## src/rtl/q_fixed_pkg.sv

```systemverilog
// Fixed-point constants shared by the Q-learning update datapath:
// sign-magnitude Q-format, internal width, saturation limits and reward codes.
package q_fixed_pkg;
    localparam int Q_INT_W  = 4;
    localparam int Q_FRAC_W = 9;
    localparam int Q_W      = 1 + Q_INT_W + Q_FRAC_W;
    localparam int TC_W     = Q_W + 1;
    localparam int INT_W    = 18;
    localparam int SAT_MAX  = 8191;
    localparam int SAT_MIN  = -8191;

    localparam logic [Q_W-1:0] R_POS6 = 14'h0C00;
    localparam logic [Q_W-1:0] R_POS2 = 14'h0400;
    localparam logic [Q_W-1:0] R_NEG2 = 14'h2400;
endpackage

```

## src/rtl/sm_fixed_conv.sv

```systemverilog
// Sign-magnitude <-> two's-complement converter. ENCODE=0 decodes a Q-format
// word; ENCODE=1 saturates a wide two's-complement value and encodes it.
module sm_fixed_conv
    import q_fixed_pkg::*;
#(
    parameter bit ENCODE = 1'b0,
    parameter int IN_W   = Q_W,
    parameter int OUT_W  = TC_W
) (
    input  logic [IN_W-1:0]  val,
    output logic [OUT_W-1:0] res
);
    generate
        if (ENCODE) begin : g_enc
            localparam logic signed [IN_W-1:0] SAT_HI  = IN_W'(SAT_MAX);
            localparam logic signed [IN_W-1:0] SAT_LO  = IN_W'(SAT_MIN);
            localparam logic [Q_W-2:0]         MAG_MAX = (Q_W-1)'(SAT_MAX);
            logic signed [IN_W-1:0] sval_s;
            logic [Q_W-2:0]         mag_s;
            logic                   sign_s;

            // Clamp to the representable range; zero always encodes with a clear sign bit
            always_comb begin
                sval_s = $signed(val);
                sign_s = 1'b0;
                mag_s  = '0;
                if (sval_s > SAT_HI) begin
                    sign_s = 1'b0;
                    mag_s  = MAG_MAX;
                end else if (sval_s < SAT_LO) begin
                    sign_s = 1'b1;
                    mag_s  = MAG_MAX;
                end else if (sval_s[IN_W-1]) begin
                    sign_s = 1'b1;
                    mag_s  = (Q_W-1)'(-sval_s);
                end else begin
                    sign_s = 1'b0;
                    mag_s  = (Q_W-1)'(sval_s);
                end
                res = OUT_W'({sign_s, mag_s});
            end
        end else begin : g_dec
            logic [OUT_W-1:0] mag_s;

            // Negative zero naturally decodes to zero since -0 == 0
            always_comb begin
                mag_s = OUT_W'(val[Q_W-2:0]);
                if (val[Q_W-1]) begin
                    res = -mag_s;
                end else begin
                    res = mag_s;
                end
            end
        end
    endgenerate
endmodule

```

## src/rtl/q_update.sv

```systemverilog
// Three-stage Q-learning update: Q_new = Q_old + alpha*(R + gamma*Qmax - Q_old),
// with valid/ready flow control and a global stall when the output is blocked.
module q_update
    import q_fixed_pkg::*;
#(
    parameter int ALPHA_SH = 2,
    parameter int GAMMA_SH = 1
) (
    input  logic           CLK,
    input  logic           RST,
    input  logic           in_valid,
    output logic           in_ready,
    input  logic [Q_W-1:0] in_reward,
    input  logic [Q_W-1:0] in_q_old,
    input  logic [Q_W-1:0] in_q_next_max,
    input  logic [4:0]     in_idx,
    output logic           out_valid,
    input  logic           out_ready,
    output logic [Q_W-1:0] out_q_new,
    output logic [4:0]     out_idx
);
    logic stall_s;

    logic signed [TC_W-1:0]  r_tc_s, qo_tc_s, qm_tc_s;
    logic signed [INT_W-1:0] td_s, sum_s;
    logic [Q_W-1:0]          enc_s;

    logic                    v1_r, v2_r, v3_r;
    logic signed [TC_W-1:0]  r1_r, qo1_r, qm1_r, qo2_r;
    logic signed [INT_W-1:0] td2_r;
    logic [4:0]              idx1_r, idx2_r, idx3_r;
    logic [Q_W-1:0]          q3_r;

    assign stall_s   = v3_r & ~out_ready;
    assign in_ready  = ~stall_s;
    assign out_valid = v3_r;
    assign out_q_new = q3_r;
    assign out_idx   = idx3_r;

    sm_fixed_conv #(.ENCODE(1'b0), .IN_W(Q_W), .OUT_W(TC_W)) u_dec_r  (.val(in_reward),     .res(r_tc_s));
    sm_fixed_conv #(.ENCODE(1'b0), .IN_W(Q_W), .OUT_W(TC_W)) u_dec_qo (.val(in_q_old),      .res(qo_tc_s));
    sm_fixed_conv #(.ENCODE(1'b0), .IN_W(Q_W), .OUT_W(TC_W)) u_dec_qm (.val(in_q_next_max), .res(qm_tc_s));

    // 18 bits hold |R| + |Qmax| + |Q_old| < 3*8192 without overflow
    assign td_s  = INT_W'(r1_r) + INT_W'(qm1_r >>> GAMMA_SH) - INT_W'(qo1_r);
    assign sum_s = INT_W'(qo2_r) + (td2_r >>> ALPHA_SH);

    sm_fixed_conv #(.ENCODE(1'b1), .IN_W(INT_W), .OUT_W(Q_W)) u_enc (.val(sum_s), .res(enc_s));

    // Pipeline registers; everything freezes while the output is blocked
    always_ff @(posedge CLK or negedge RST) begin
        if (!RST) begin
            v1_r   <= 1'b0;
            v2_r   <= 1'b0;
            v3_r   <= 1'b0;
            r1_r   <= '0;
            qo1_r  <= '0;
            qm1_r  <= '0;
            qo2_r  <= '0;
            td2_r  <= '0;
            idx1_r <= 5'd0;
            idx2_r <= 5'd0;
            idx3_r <= 5'd0;
            q3_r   <= '0;
        end else if (!stall_s) begin
            v1_r <= in_valid;
            v2_r <= v1_r;
            v3_r <= v2_r;
            if (in_valid) begin
                r1_r   <= r_tc_s;
                qo1_r  <= qo_tc_s;
                qm1_r  <= qm_tc_s;
                idx1_r <= in_idx;
            end
            if (v1_r) begin
                td2_r  <= td_s;
                qo2_r  <= qo1_r;
                idx2_r <= idx1_r;
            end
            if (v2_r) begin
                q3_r   <= enc_s;
                idx3_r <= idx2_r;
            end
        end
    end
endmodule
```

## config.mk

```make
export PLATFORM = sky130hd
export DESIGN_NAME = q_update
export DESIGN_NICKNAME = d
export VERILOG_FILES = /design/src/rtl/q_fixed_pkg.sv /design/src/rtl/sm_fixed_conv.sv /design/src/rtl/q_update.sv
export SDC_FILE = /design/constraint.sdc
export NUM_CORES = 1
export LEC_CHECK = 0
export BUFFER_PORTS_ARGS = -buffer_cell sky130_fd_sc_hd__buf_2
export CAP_MARGIN = 20
export CORE_MARGIN = 3
export CORE_UTILIZATION = 30
export DETAILED_ROUTE_END_ITERATION = 8
export PLACE_DENSITY = 0.49
export SLEW_MARGIN = 20
export SYNTH_ARGS = -nofsm -noshare
export SYNTH_HDL_FRONTEND = slang
export SYNTH_SLANG_ARGS = --single-unit
```

## constraint.sdc

```tcl
create_clock -name CLK -period 6.4 [get_ports CLK]
set_clock_uncertainty 0.2 [all_clocks]
set_input_delay 0.32 -clock CLK [delete_from_list [all_inputs] [get_ports CLK]]
set_output_delay 0.32 -clock CLK [all_outputs]
set_load 0.02 [all_outputs]
```

Word level (Yosys, flattened, before mapping):

Cells that the tools add are included.

* input bits: 51
* flip-flop bits (word level): 109
* output and inout bits: 21

* $lt $le $gt $ge: 2
* muxes and demuxes: 9
* reductions and logical operators: 3
* bitwise operators: 3
* add/subtract/negate cells: 7

Operators by type and width (count)
* 15-bit 2-to-1 mux: 3
* 13-bit negator with 15-bit output: 3
* 13-bit 2-to-1 mux: 3
* 16-bit by 15-bit subtractor with 17-bit output: 1
* 15-bit by 14-bit adder with 16-bit output: 1
* 15-bit by 15-bit adder with 16-bit output: 1
* 16-bit by 14-bit greater-than comparator with 1-bit output (second input constant): 1
* 16-bit by 14-bit less-than comparator with 1-bit output (second input constant): 1
* 13-bit negator: 1
* 2-bit AND reduction: 3
* 1-bit 2-to-1 mux: 3
* 1-bit NOT: 2
* 1-bit bitwise AND: 1

Longest topological paths before layout:

Gate-level depths: netlist of run 1.

* depth after elaboration: 5
* gate-level depth with buffers: 12
* depth with buffers taken out: 12

Hierarchy:

From an unflattened synthesis of run 1, not the netlist that was laid out.

* cells, all modules: 753
* area, all modules: 7295.7 µm²

By module, submodules not included
* q_update: cells each 569, area each 5952.0 µm², seq. area each 2652.5 µm², times used 1
* sm_fixed_conv at u_dec_qm ...: cells each 39, area each 305.3 µm², seq. area each 0.0 µm², times used 3
* sm_fixed_conv at u_enc: cells each 67, area each 427.9 µm², seq. area each 0.0 µm², times used 1

Worst setup path after synthesis of run 1:

No wires, ideal clock.

* kind: flip-flop to flip-flop
* start point: register qo2_r[0]
* end point: register q3_r[0], in the netlist out_q_new[0]
* path buffers: 1
* data arrival time: 3.285 ns
* slack: 2.852 ns
* period minus slack after synthesis: 3.548 ns
* cell stages (with the launch flop): 12
* cells stage by stage: dfrtp_1 -> ha_1 -> fa_1 -> a211o_1 -> a2111oi_4 -> o21bai_2 -> or3_4 -> a2111oi_4 -> nor4b_4 -> o32a_2 -> buf_6 -> o22a_2

* cells in the longest elaborated chain, start to end: 5
* elaborated cells on any way between the ends: 7
* those cells by class: 2 x add/sub; 2 x order compare; 3 x mux

Ends and longest elaborated chain
* start, declared: RTL line q_update.sv:29 `logic signed [TC_W-1:0] r1_r, qo1_r, qm1_r, qo2_r;`
* start signal, assigned: RTL line q_update.sv:77 `qo2_r <= qo1_r;`
* 15-bit by 15-bit adder with 16-bit output *: RTL line q_update.sv:46 `assign sum_s = INT_W'(qo2_r) + (td2_r >>> ALPHA_SH);`
* 13-bit negator: RTL line sm_fixed_conv.sv:35 `mag_s = (Q_W-1)'(-sval_s);`
* 13-bit 2-to-1 mux: RTL line sm_fixed_conv.sv:33 `end else if (sval_s[IN_W-1]) begin`
* 13-bit 2-to-1 mux: RTL line sm_fixed_conv.sv:30 `end else if (sval_s < SAT_LO) begin`
* 13-bit 2-to-1 mux *: RTL line sm_fixed_conv.sv:27 `if (sval_s > SAT_HI) begin`
* end signal, assigned: RTL line q_update.sv:81 `q3_r <= enc_s;`
* end, declared: RTL line q_update.sv:32 `logic [Q_W-1:0] q3_r;`

Mark *: on every way between the ends. The rest lies on a longest branch, timed or not.
A chain may end at the register's enable or synchronous reset.

Worst setup path in the final report of run 1:

* start point: register qo2_r[0]
* end point: register q3_r[6], in the netlist out_q_new[6]

Same word-level chain as after synthesis.

==> reports/qor.tcl, run 1 <==
set qor(period_needed_ns) 3.85
set qor(report.power.total_mw) 4.32
set qor(net-switching-power_mw) 1.95
set qor(cts_hold_buffers) 6
set qor(powerDensity_nw_per_um2) 552
set qor(flop_pwr_share_pct) 24.6
set qor(ys_top_cells_by_count) {127 x nand2_1, 106 x dfrtp_1, 81 x o21ai_0}
set qor(min-delay-path-class) {input port to flip-flop}
set qor(result_of_the_run) {finished, final reports clean}
set qor(synth.most_common_cell) {nand2_1}
set qor(grt_pass1_wl_um) 25800
set qor(initial_utilization_pct) 31.1
set qor(share_clk_of_total_power_pct) 12.5
set qor(cts_post_setup_buffers_inserted) 0
set qor(maximum_clock_path_buffer_count) 2
set qor(dp_worst_setup_slack_ns) 2.55
set qor(placed_cells) 1076
set qor(postLayoutSetupSlackWorst_ns) 2.55
set qor(tightestPinTransition_ns) 0.911
set qor(most_area_consuming_cells_after_synthesis) {dfrtp_1 38%, nand2_1 6.9%, ha_1 6.5%, o21ai_0 5.9%, xor2_1 5.3%}
set qor(fp-row-count) 54
set qor(root_buffer) {clkbuf_16}
set qor(core-area_um2) 22200
set qor(r2r_cells) 10
set qor(worst_skew_pair.late_latency_ns) 0.35
set qor(min_period_over_period_pct) 60.1
set qor(post_synth_instance_area_um2) 6910
set qor(globalRouteOverflowTotal) 0
set qor(required_ns) 6.49
set qor(routed_via_density) 4.66
set qor(port_buffers) 71
set qor(gp_routability_congestion) 0.744
set qor(max-cap-violations) 0
set qor(total_length_of_routed_wires_um) 15100
set qor(post_synth_inst_count) 750
set qor(maxClockFrequency_mhz) 260
set qor(grt_pass1_vias) 5126
set qor(yosys.area.top_type_share_pct) 38.4
set qor(critical_path.startpoint_type) {flip-flop}
set qor(synthesis.yosys.warnings) 0
set qor(critical_path.endpoint_type) {flip-flop}
set qor(die_w_um) 158
set qor(post_synth_num_cell_types) 67
set qor(post_route_cells_drive_above_1_share_pct) 18.5
set qor(ant_nets) 0
set qor(grt.met2_usage_pct) 19.3
set qor(synth_enable_flop_cells) 0
set qor(synthFlopType) {dfrtp_1}
set qor(cts_buffers) 9
set qor(slew_violations) 0
set qor(grt_use_total_pct) 12.8
set qor(firstDrtPassIters) 4
set qor(antenna_found_initial) 0
set qor(p_int_mw) 2.38
set qor(final_core_util_pct) 35.2
set qor(post_drt_wl_per_cell_um) 13.7
set qor(seq_area_frac_synth_pct) 38.4
set qor(setup-tns-final_ns) 0
set qor(syn_area_per_cell_um2) 9.22
set qor(hold-worst-slack_ns) 0.0667
set qor(syn_nets) 852
set qor(hpwl_um) 11600
set qor(netlist.top_cell.by_area) {dfrtp_1}
set qor(tritoncts) {done}
set qor(worstHoldPathCells) 3
set qor(share_comb_of_total_power_pct) 62.9
set qor(synthToLayoutAreaGrowth_pct) 13.3
set qor(antenna-diode-count) 0
set qor(route.detailed.drc) 0
set qor(worstPathArrival_ns) 3.94
set qor(pleak_nw) 3.65
set qor(clock_sinks) 106
set qor(timing_worst_setup_path_type) {flip-flop to flip-flop}
set qor(finish.net_count) 915
set qor(clk_pin_slew_ns) 0.08
set qor(cts_max_level) 3
set qor(timing.max_slew.rel_slack_pct) 39.3
set qor(finalNonFillerCells) 1098
set qor(finalInstanceArea_um2) 7830
set qor(ctsResizeCount) 0
set qor(top_level_ports) 72
set qor(final-setup-viol-count) 0
set qor(p_sw_share_pct) 45.0
set qor(vdd_ir_drop_max_v) 0.000176
set qor(maximum_number_of_pins_on_one_net_before_global_route_repair) 81
set qor(finalHoldViolations) 0
set qor(critical_path.max_fanout) 9
set qor(unrepaired_setup_endpoints_after_global_routing) {false}
set qor(die_area_um2) 24900
set qor(use_met3_pct) 2.38
set qor(grt.busiest_layer) {met2}
set qor(synth_async_sr_flop_share_pct) 100
set qor(die_h_um) 158
set qor(number_of_storage_elements_in_the_synthesis_netlist) 106
set qor(grtUsageMet1_pct) 18.8
set qor(dr.first_iter.drc_count) 191
set qor(placed_cell_area_um2) 7500
set qor(total_via_count_in_the_routed_design) 5113
-- sequential cells by signal, summed over array words and instances (netlist names) --
signal     count
qo1_r         15
out_valid      1
qo2_r         15
qm1_r         14
idx2_r         5
v1_r           1
out_idx        5
td2_r         15
v2_r           1
out_q_new     14
idx1_r         5
r1_r          15
-- per-layer routing --
metal | vias to the layer above | share of wire (%)
met2 | 75 | 41
met1 | 2342 | 54
met3 | 11 | 3.6
met4 | 0 | 1.3
met5 | - | 0
li1 | 2685 | -
-- cells in the final DEF, fill, tap and decap left out, types with 6 or more instances in the layout --
| cell type | Yosys | final |
|---|---|---|
| clkbuf_16 | 0 | 9 |
| or2_2 | 11 | 11 |
| dlygate4sd3_1 | 0 | 6 |
| nor3_1 | 9 | 9 |
| xor2_1 | 42 | 42 |
| buf_2 | 0 | 70 |
| or3_1 | 9 | 9 |
| o22a_2 | 9 | 9 |
| nor2_1 | 22 | 22 |
| fa_1 | 15 | 15 |
| a21oi_1 | 25 | 25 |
| nand2_1 | 127 | 126 |
| o311ai_0 | 6 | 6 |
| nand3_1 | 9 | 9 |
| ha_1 | 36 | 36 |
| inv_1 | 74 | 74 |
| o21ai_0 | 81 | 81 |
| xnor2_1 | 23 | 23 |
| dfrtp_1 | 106 | 106 |
| o31ai_1 | 10 | 10 |
| mux2_2 | 22 | 22 |
| nand2b_1 | 6 | 6 |
-- critical path, cell delays in order, from the launching register on --
cell,delay (ns)
dfrtp_1,0.39
ha_1,0.24
fa_1,0.43
a211o_1,0.39
a2111oi_4,0.43
o21bai_2,0.15
or3_4,0.40
a2111oi_4,0.36
nor4b_4,0.30
o32a_2,0.31
o22a_2,0.18
-- power by group through the flow --
stage | Sequential, mW | Clock (mW) | Combinational, mW
after detailed placement | 1.08 | 0 | 2.75
after global routing | 1.10 | 0.582 | 3.12
after global placement | 1.07 | 0 | 2.75
after CTS | 1.07 | 0.562 | 2.76
final | 1.06 | 0.539 | 2.72
after floorplan | 1.09 | 0 | 2.18
-- worst paths after layout --
check | from | endpoint | slack, ns
worst max-delay path | qo2_r[0] | out_q_new[6] | 2.55
worst min-delay path | in_reward[0] | r1_r[0] | 0.07
worst max register to register | qo2_r[0] | out_q_new[6] | 2.55
worst min register to register | idx2_r[3] | out_idx[3] | 0.27
max in group asynchronous | RST | qo1_r[3] | 4.46
min in group asynchronous | RST | out_idx[3] | 0.26
-- area by class of cell --
type	count	area, um^2
fillers	2331	14400
flip-flops and latches	106	2650
inverters	74	278
clock inverters	7	52.6
well taps	280	350
multi-input cells	541	3830
clock buffers	9	225
repair buffers	81	448
-- cell families (layout without fill, tap and decap cells) --
logic type	Yosys count	after routing	share of synthesized area [%]
DFF	106	106	38.4
xor gates and xnor gates	65	65	8.24
AOI/OAI and AO/OA	179	179	17.2
and+or+nand+nor	220	220	14.8
muxes	26	26	4.16
adders and majority gates	51	51	10.9
buffers and inverters	103	171	6.28
Power figures use the tool's default switching activity.
==> inputs of run 2 (changes only) <==
- PLACE_DENSITY: 0.49 -> 0.51
- clock period: 6.4 -> 3.5 ns (I/O delays scaled with it)
==> reports/qor.tcl, run 2 (synthesis gave the netlist of run 1 again) <==
set qor(die_w_um) 158
set qor(total_length_of_routed_wires_um) 15600
set qor(vdd_ir_drop_max_v) 0.000320
set qor(finalNonFillerCells) 1154
set qor(finish.net_count) 972
set qor(worstHoldPathCells) 3
set qor(postLayoutSetupSlackWorst_ns) 0.0293
set qor(initial_utilization_pct) 31.1
set qor(cp_slowest_cell) {a2111oi_4}
set qor(layout.cells.most_common) {nand2_1}
set qor(critical_path.most_common_cell) {a2111oi_4}
set qor(gp_routability_congestion) 0.752
set qor(ant_nets) 0
set qor(result_of_the_run) {finished, final reports clean}
set qor(r2r_cells) 11
set qor(worst_skew_pair.late_latency_ns) 0.36
set qor(finalHoldViolations) 0
set qor(timing.max_slew.rel_slack_pct) 50.1
set qor(report.power.total_mw) 8.34
set qor(unrepaired_setup_endpoints_after_global_routing) {true}
set qor(pleak_nw) 3.90
set qor(maximum_clock_path_buffer_count) 2
set qor(critical_path.startpoint_type) {flip-flop}
set qor(clock_sinks) 106
set qor(timing.critical_path.cells) {ha_2, fa_2, a211o_1, a2111oi_4, o21bai_2, or3_4, a2111oi_4, nor4b_4, buf_4, nor4_1, o31ai_1}
set qor(port_buffers) 71
set qor(required_ns) 3.56
set qor(total_via_count_in_the_routed_design) 5336
set qor(dr.first_iter.drc_count) 201
set qor(die_area_um2) 24900
set qor(slew_violations) 0
set qor(firstDrtPassIters) 4
set qor(grt_pass1_wl_um) 26200
set qor(post_route_cells_drive_above_1_share_pct) 20.0
set qor(min_period_over_period_pct) 99.2
set qor(core-area_um2) 22200
set qor(setup-tns-final_ns) 0
set qor(timing.critical_path.slowest_cell_delay_ns) 0.42
set qor(dp_worst_setup_slack_ns) -0.0132
set qor(hpwl_um) 12000
set qor(regToRegEndpoint) {out_q_new[1]}
set qor(final-setup-viol-count) 0
set qor(tritoncts) {done}
set qor(most-common-layout-cells) {126 x nand2_1, 106 x dfrtp_1, 81 x o21ai_0}
set qor(regToRegSetupSlack_ns) 0.03
set qor(fp-row-count) 54
set qor(post_drt_wl_per_cell_um) 13.5
set qor(tightestPinTransition_ns) 0.749
set qor(grt_pass1_vias) 5192
set qor(critical_path.max_fanout) 2
set qor(period_needed_ns) 3.47
set qor(antenna_found_initial) 0
set qor(top_level_ports) 72
set qor(clk_pin_slew_ns) 0.07
set qor(worstPathArrival_ns) 3.53
set qor(grt_use_total_pct) 13.0
set qor(hold_path_startpoint) {in_q_old[3]}
set qor(maxClockFrequency_mhz) 288
set qor(worstReg2RegStart) {qo2_r[0]}
set qor(maximum_number_of_pins_on_one_net_before_global_route_repair) 50
set qor(hold-worst-slack_ns) 0.0403
set qor(antenna-diode-count) 0
set qor(cts_buffers) 9
set qor(placed_cells) 1093
set qor(min-delay-path-class) {input port to flip-flop}
set qor(die_h_um) 158
set qor(routed_via_density) 4.62
set qor(timing_worst_setup_path_type) {flip-flop to flip-flop}
set qor(powerDensity_nw_per_um2) 991
set qor(route.detailed.drc) 0
set qor(globalRouteOverflowTotal) 0
set qor(cts_max_level) 3
set qor(synthToLayoutAreaGrowth_pct) 21.7
set qor(critical_path.endpoint_type) {flip-flop}
set qor(root_buffer) {clkbuf_16}
set qor(hold_crit_endpoint) {qo1_r[3]}
set qor(max-cap-violations) 0
==> run 2: changes by cell type in the layout (fill, tap and decap cells not counted), moves of 2 or more <==
cell	change
clkinv_4	-2
clkinv_2	-2
buf_4	+20
dlygate4sd3_1	+37
==> run 2: power by group <==
group | internal (mW) | switching, mW
sequential | 1.67 | 0.278
combinational | 2.46 | 2.89
clock | 0.557 | 0.479
total | 4.69 | 3.64
==> run 2: per-stage QoR <==
| stage | utilization [%] | cell area, um^2 |
|---|---|---|
| detailed placement | 34.3 | 7630 |
| finish | 37.8 | 8410 |
| floorplan | - | 6920 |
| global route | 37.8 | 8410 |
| global placement | 34.3 | 7630 |
| CTS | 37.6 | 8360 |
==> run 2: metal layers <==
layer	vias up	routed length [um]	global-route usage [%]
li1	2803	-	-
met1	2440	8340	19.2
met2	86	6590	19.6
met3	7	564	3.03
met4	0	142	2.73
met5	-	0	0
==> run 2: layout make-up <==
cell class	count	area (um^2)
clock buffer	10	229
clock inverter	5	62.6
fill	2257	13800
inverter	74	278
multi-input combinational	541	3870
sequential	106	2650
tap	280	350
timing repair buffer	138	968
==> run 2: worst max-delay path by stage <==
stage	from	to	slack (ns)
3_5_place_dp	td2_r[2]	out_q_new[4]	-0.01
3_3_place_gp	td2_r[2]	out_q_new[3]	-0.004
2_1_floorplan	td2_r[2]	out_q_new[0]	0.02
4_1_cts	td2_r[2]	out_q_new[1]	0.02
6_report	qo2_r[0]	out_q_new[1]	0.03
5_1_grt	qo2_r[0]	out_q_new[1]	-0.15
==> run 2: worst max-delay path: cells and delay by family, from the launching register on <==
family	cells	cell delay, ns
compound gates	5	1.39
simple gates	3	0.69
fa+ha+maj	2	0.54
flops	1	0.39
buf+inv	1	0.16
==> run 2: what timing repair did <==
action	in CTS	in global routing
pin swaps	1	8
gates resized for setup	1	5
setup buffers	0	3
endpoints found under the setup margin	10	14
hold endpoints to repair	86	0
hold buffers	43	0
==> inputs of run 3 (changes only) <==
- ABC_AREA: default -> 1
==> reports/qor.tcl, run 3 <==
set qor(pleak_nw) 4.61
set qor(post_synth_num_cell_types) 39
set qor(hold-worst-slack_ns) 0.00798
set qor(powerDensity_nw_per_um2) 996
set qor(total_via_count_in_the_routed_design) 6334
set qor(max-cap-violations) 0
set qor(cts_hold_buffers) 34
set qor(most_area_consuming_cells_after_synthesis) {dfrtp_1 35%, nand2_1 14%, inv_1 8.0%, ha_1 6.0%, o21ai_0 5.2%}
set qor(placed_cell_area_um2) 8180
set qor(unrepaired_setup_endpoints_after_global_routing) {false}
set qor(vdd_ir_drop_max_v) 0.000321
set qor(period_needed_ns) 3.10
set qor(critical_path.startpoint_type) {flip-flop}
set qor(synthFlopType) {dfrtp_1}
set qor(finish.net_count) 1229
set qor(seq_area_frac_synth_pct) 35.5
set qor(tritoncts) {done}
set qor(ctsResizeCount) 0
set qor(post_synth_inst_count) 1027
set qor(synth_async_sr_flop_share_pct) 100
set qor(antenna-diode-count) 0
set qor(most-common-layout-cells) {287 x nand2_1, 160 x inv_1, 106 x dfrtp_1}
set qor(post_drt_wl_per_cell_um) 12.2
set qor(total_length_of_routed_wires_um) 17700
set qor(slew_violations) 0
set qor(maximum_number_of_pins_on_one_net_before_global_route_repair) 80
set qor(regToRegSetupSlack_ns) 0.40
set qor(postLayoutSetupSlackWorst_ns) 0.402
set qor(worstReg2RegStart) {r1_r[2]}
set qor(setup-tns-final_ns) 0
set qor(synthesis.yosys.warnings) 0
set qor(min_period_over_period_pct) 88.5
set qor(netlist.top_cell.by_area) {dfrtp_1}
set qor(root_buffer) {clkbuf_16}
set qor(syn_area_per_cell_um2) 7.28
set qor(initial_utilization_pct) 30.6
set qor(timing_worst_setup_path_type) {flip-flop to flip-flop}
set qor(layout.cells.most_common) {nand2_1}
set qor(route.detailed.drc) 0
set qor(ant_nets) 0
set qor(multi_input_area_um2) 4070
set qor(post_route_cells_drive_above_1_share_pct) 14.1
set qor(critical_path.max_fanout) 4
set qor(grt_pass1_vias) 6240
set qor(grt_pass1_wl_um) 30300
set qor(grt_use_total_pct) 13.9
set qor(fill_cells) 2624
set qor(yosys.area.top_type_share_pct) 35.5
set qor(dr.first_iter.drc_count) 261
set qor(min-delay-path-class) {input port to flip-flop}
set qor(cts_max_level) 3
set qor(cts_post_setup_buffers_inserted) 0
set qor(dp_worst_setup_slack_ns) 0.417
set qor(number_of_storage_elements_in_the_synthesis_netlist) 106
set qor(result_of_the_run) {finished, final reports clean}
set qor(clk_pin_slew_ns) 0.08
set qor(report.power.total_mw) 8.79
set qor(hpwl_um) 13900
set qor(cts_buffers) 9
set qor(die_w_um) 164
set qor(hold_crit_endpoint) {qm1_r[11]}
set qor(ff_latch_area_um2) 2650
set qor(syn_nets) 1129
set qor(clock_sinks) 106
set qor(ys_top_cells_by_count) {288 x nand2_1, 160 x inv_1, 106 x dfrtp_1}
set qor(final_core_util_pct) 36.2
set qor(worstHoldPathCells) 4
set qor(synth.most_common_cell) {nand2_1}
set qor(finalInstanceArea_um2) 8830
set qor(routed_via_density) 4.35
set qor(finalNonFillerCells) 1456
set qor(globalRouteOverflowTotal) 0
set qor(post_synth_instance_area_um2) 7470
set qor(timing.max_slew.rel_slack_pct) 37.4
set qor(critical_path.endpoint_type) {flip-flop}
set qor(gp_routability_congestion) 0.814
set qor(firstDrtPassIters) 4
set qor(placed_cells) 1406
set qor(die_area_um2) 26800
set qor(maxClockFrequency_mhz) 323
set qor(synth_enable_flop_cells) 0
set qor(maximum_clock_path_buffer_count) 2
set qor(tightestPinTransition_ns) 0.933
set qor(antenna_found_initial) 0
set qor(fp-row-count) 57
set qor(core-area_um2) 24400
set qor(port_buffers) 71
set qor(synthToLayoutAreaGrowth_pct) 18.1
set qor(die_h_um) 164
set qor(worstPathArrival_ns) 3.14
set qor(hold_path_startpoint) {in_q_next_max[11]}
set qor(top_level_ports) 72
set qor(final-setup-viol-count) 0
set qor(required_ns) 3.54
set qor(regToRegEndpoint) {td2_r[9]}
set qor(r2r_cells) 13
set qor(worst_skew_pair.late_latency_ns) 0.36
set qor(finalHoldViolations) 0
run 3: cell count changes after synthesis, moves of 9 or more:
cell / change
nor2_1: +61
or3_1: -9
nand2_2: +19
nand2_1: +161
a21oi_2: +10
inv_2: +12
inv_1: +86
mux2_2: -22
xnor2_1: -15
nand3_1: +41
o22a_2: -9
run 3: metal layers:
| layer | global-route usage (%) | vias to the layer above | share of wire [%] |
|---|---|---|---|
| met5 | 0 | - | 0 |
| met3 | 2.60 | 7 | 2.9 |
| met1 | 18.9 | 2824 | 51 |
| met4 | 2.65 | 0 | 0.80 |
| li1 | - | 3411 | - |
| met2 | 23.4 | 92 | 46 |
run 3: worst max-delay path by stage:
stage / from / end / slack [ns] / cells past startpoint
detailed placement: r1_r[2] / td2_r[9] / 0.42 / 13
global placement: r1_r[2] / td2_r[9] / 0.49 / 13
global route: r1_r[2] / td2_r[9] / 0.02 / 13
finish: r1_r[2] / td2_r[9] / 0.40 / 13
floorplan: r1_r[2] / td2_r[9] / 0.74 / 13
CTS: r1_r[2] / td2_r[9] / 0.39 / 13
run 3: report_power, final:
| group | internal (mW) | total [mW] | switching [mW] |
|---|---|---|---|
| combinational | 2.07 | 5.82 | 3.76 |
| clock | 0.526 | 1.03 | 0.509 |
| sequential | 1.67 | 1.93 | 0.258 |
run 3: final cells by class:
class                           instances  share of cell area, %
Sequential cell                       106                   30.1
Multi-Input combinational cell        726                   46.1
Clock inverter                          6                  0.737
Tap cell                              324                   4.59
Clock buffer                           10                   2.71
Timing Repair Buffer                  111                   8.42
Inverter                              173                   7.36
run 3: logic make-up after synthesis:
logic type / Yosys count / share of synthesized area, %
flip-flops: 106 / 35.5
adder cells (fa/ha/maj): 51 / 10.0
XOR/XNOR: 44 / 5.16
AO/OA/AOI/OAI: 140 / 10.5
buffers and inverters: 195 / 10.1
AND/OR/NAND/NOR: 491 / 28.7
run 3: critical path, stage by stage (launching register included):
cell     delay (ns)
dfrtp_1        0.35
inv_1          0.06
fa_1           0.53
inv_1          0.04
ha_1           0.31
a21oi_1        0.16
o21ai_0        0.16
a31oi_1        0.30
o21ai_0        0.28
nand3_1        0.13
nand2_1        0.07
or2_2          0.28
nand3_1        0.07
nand2_1        0.05
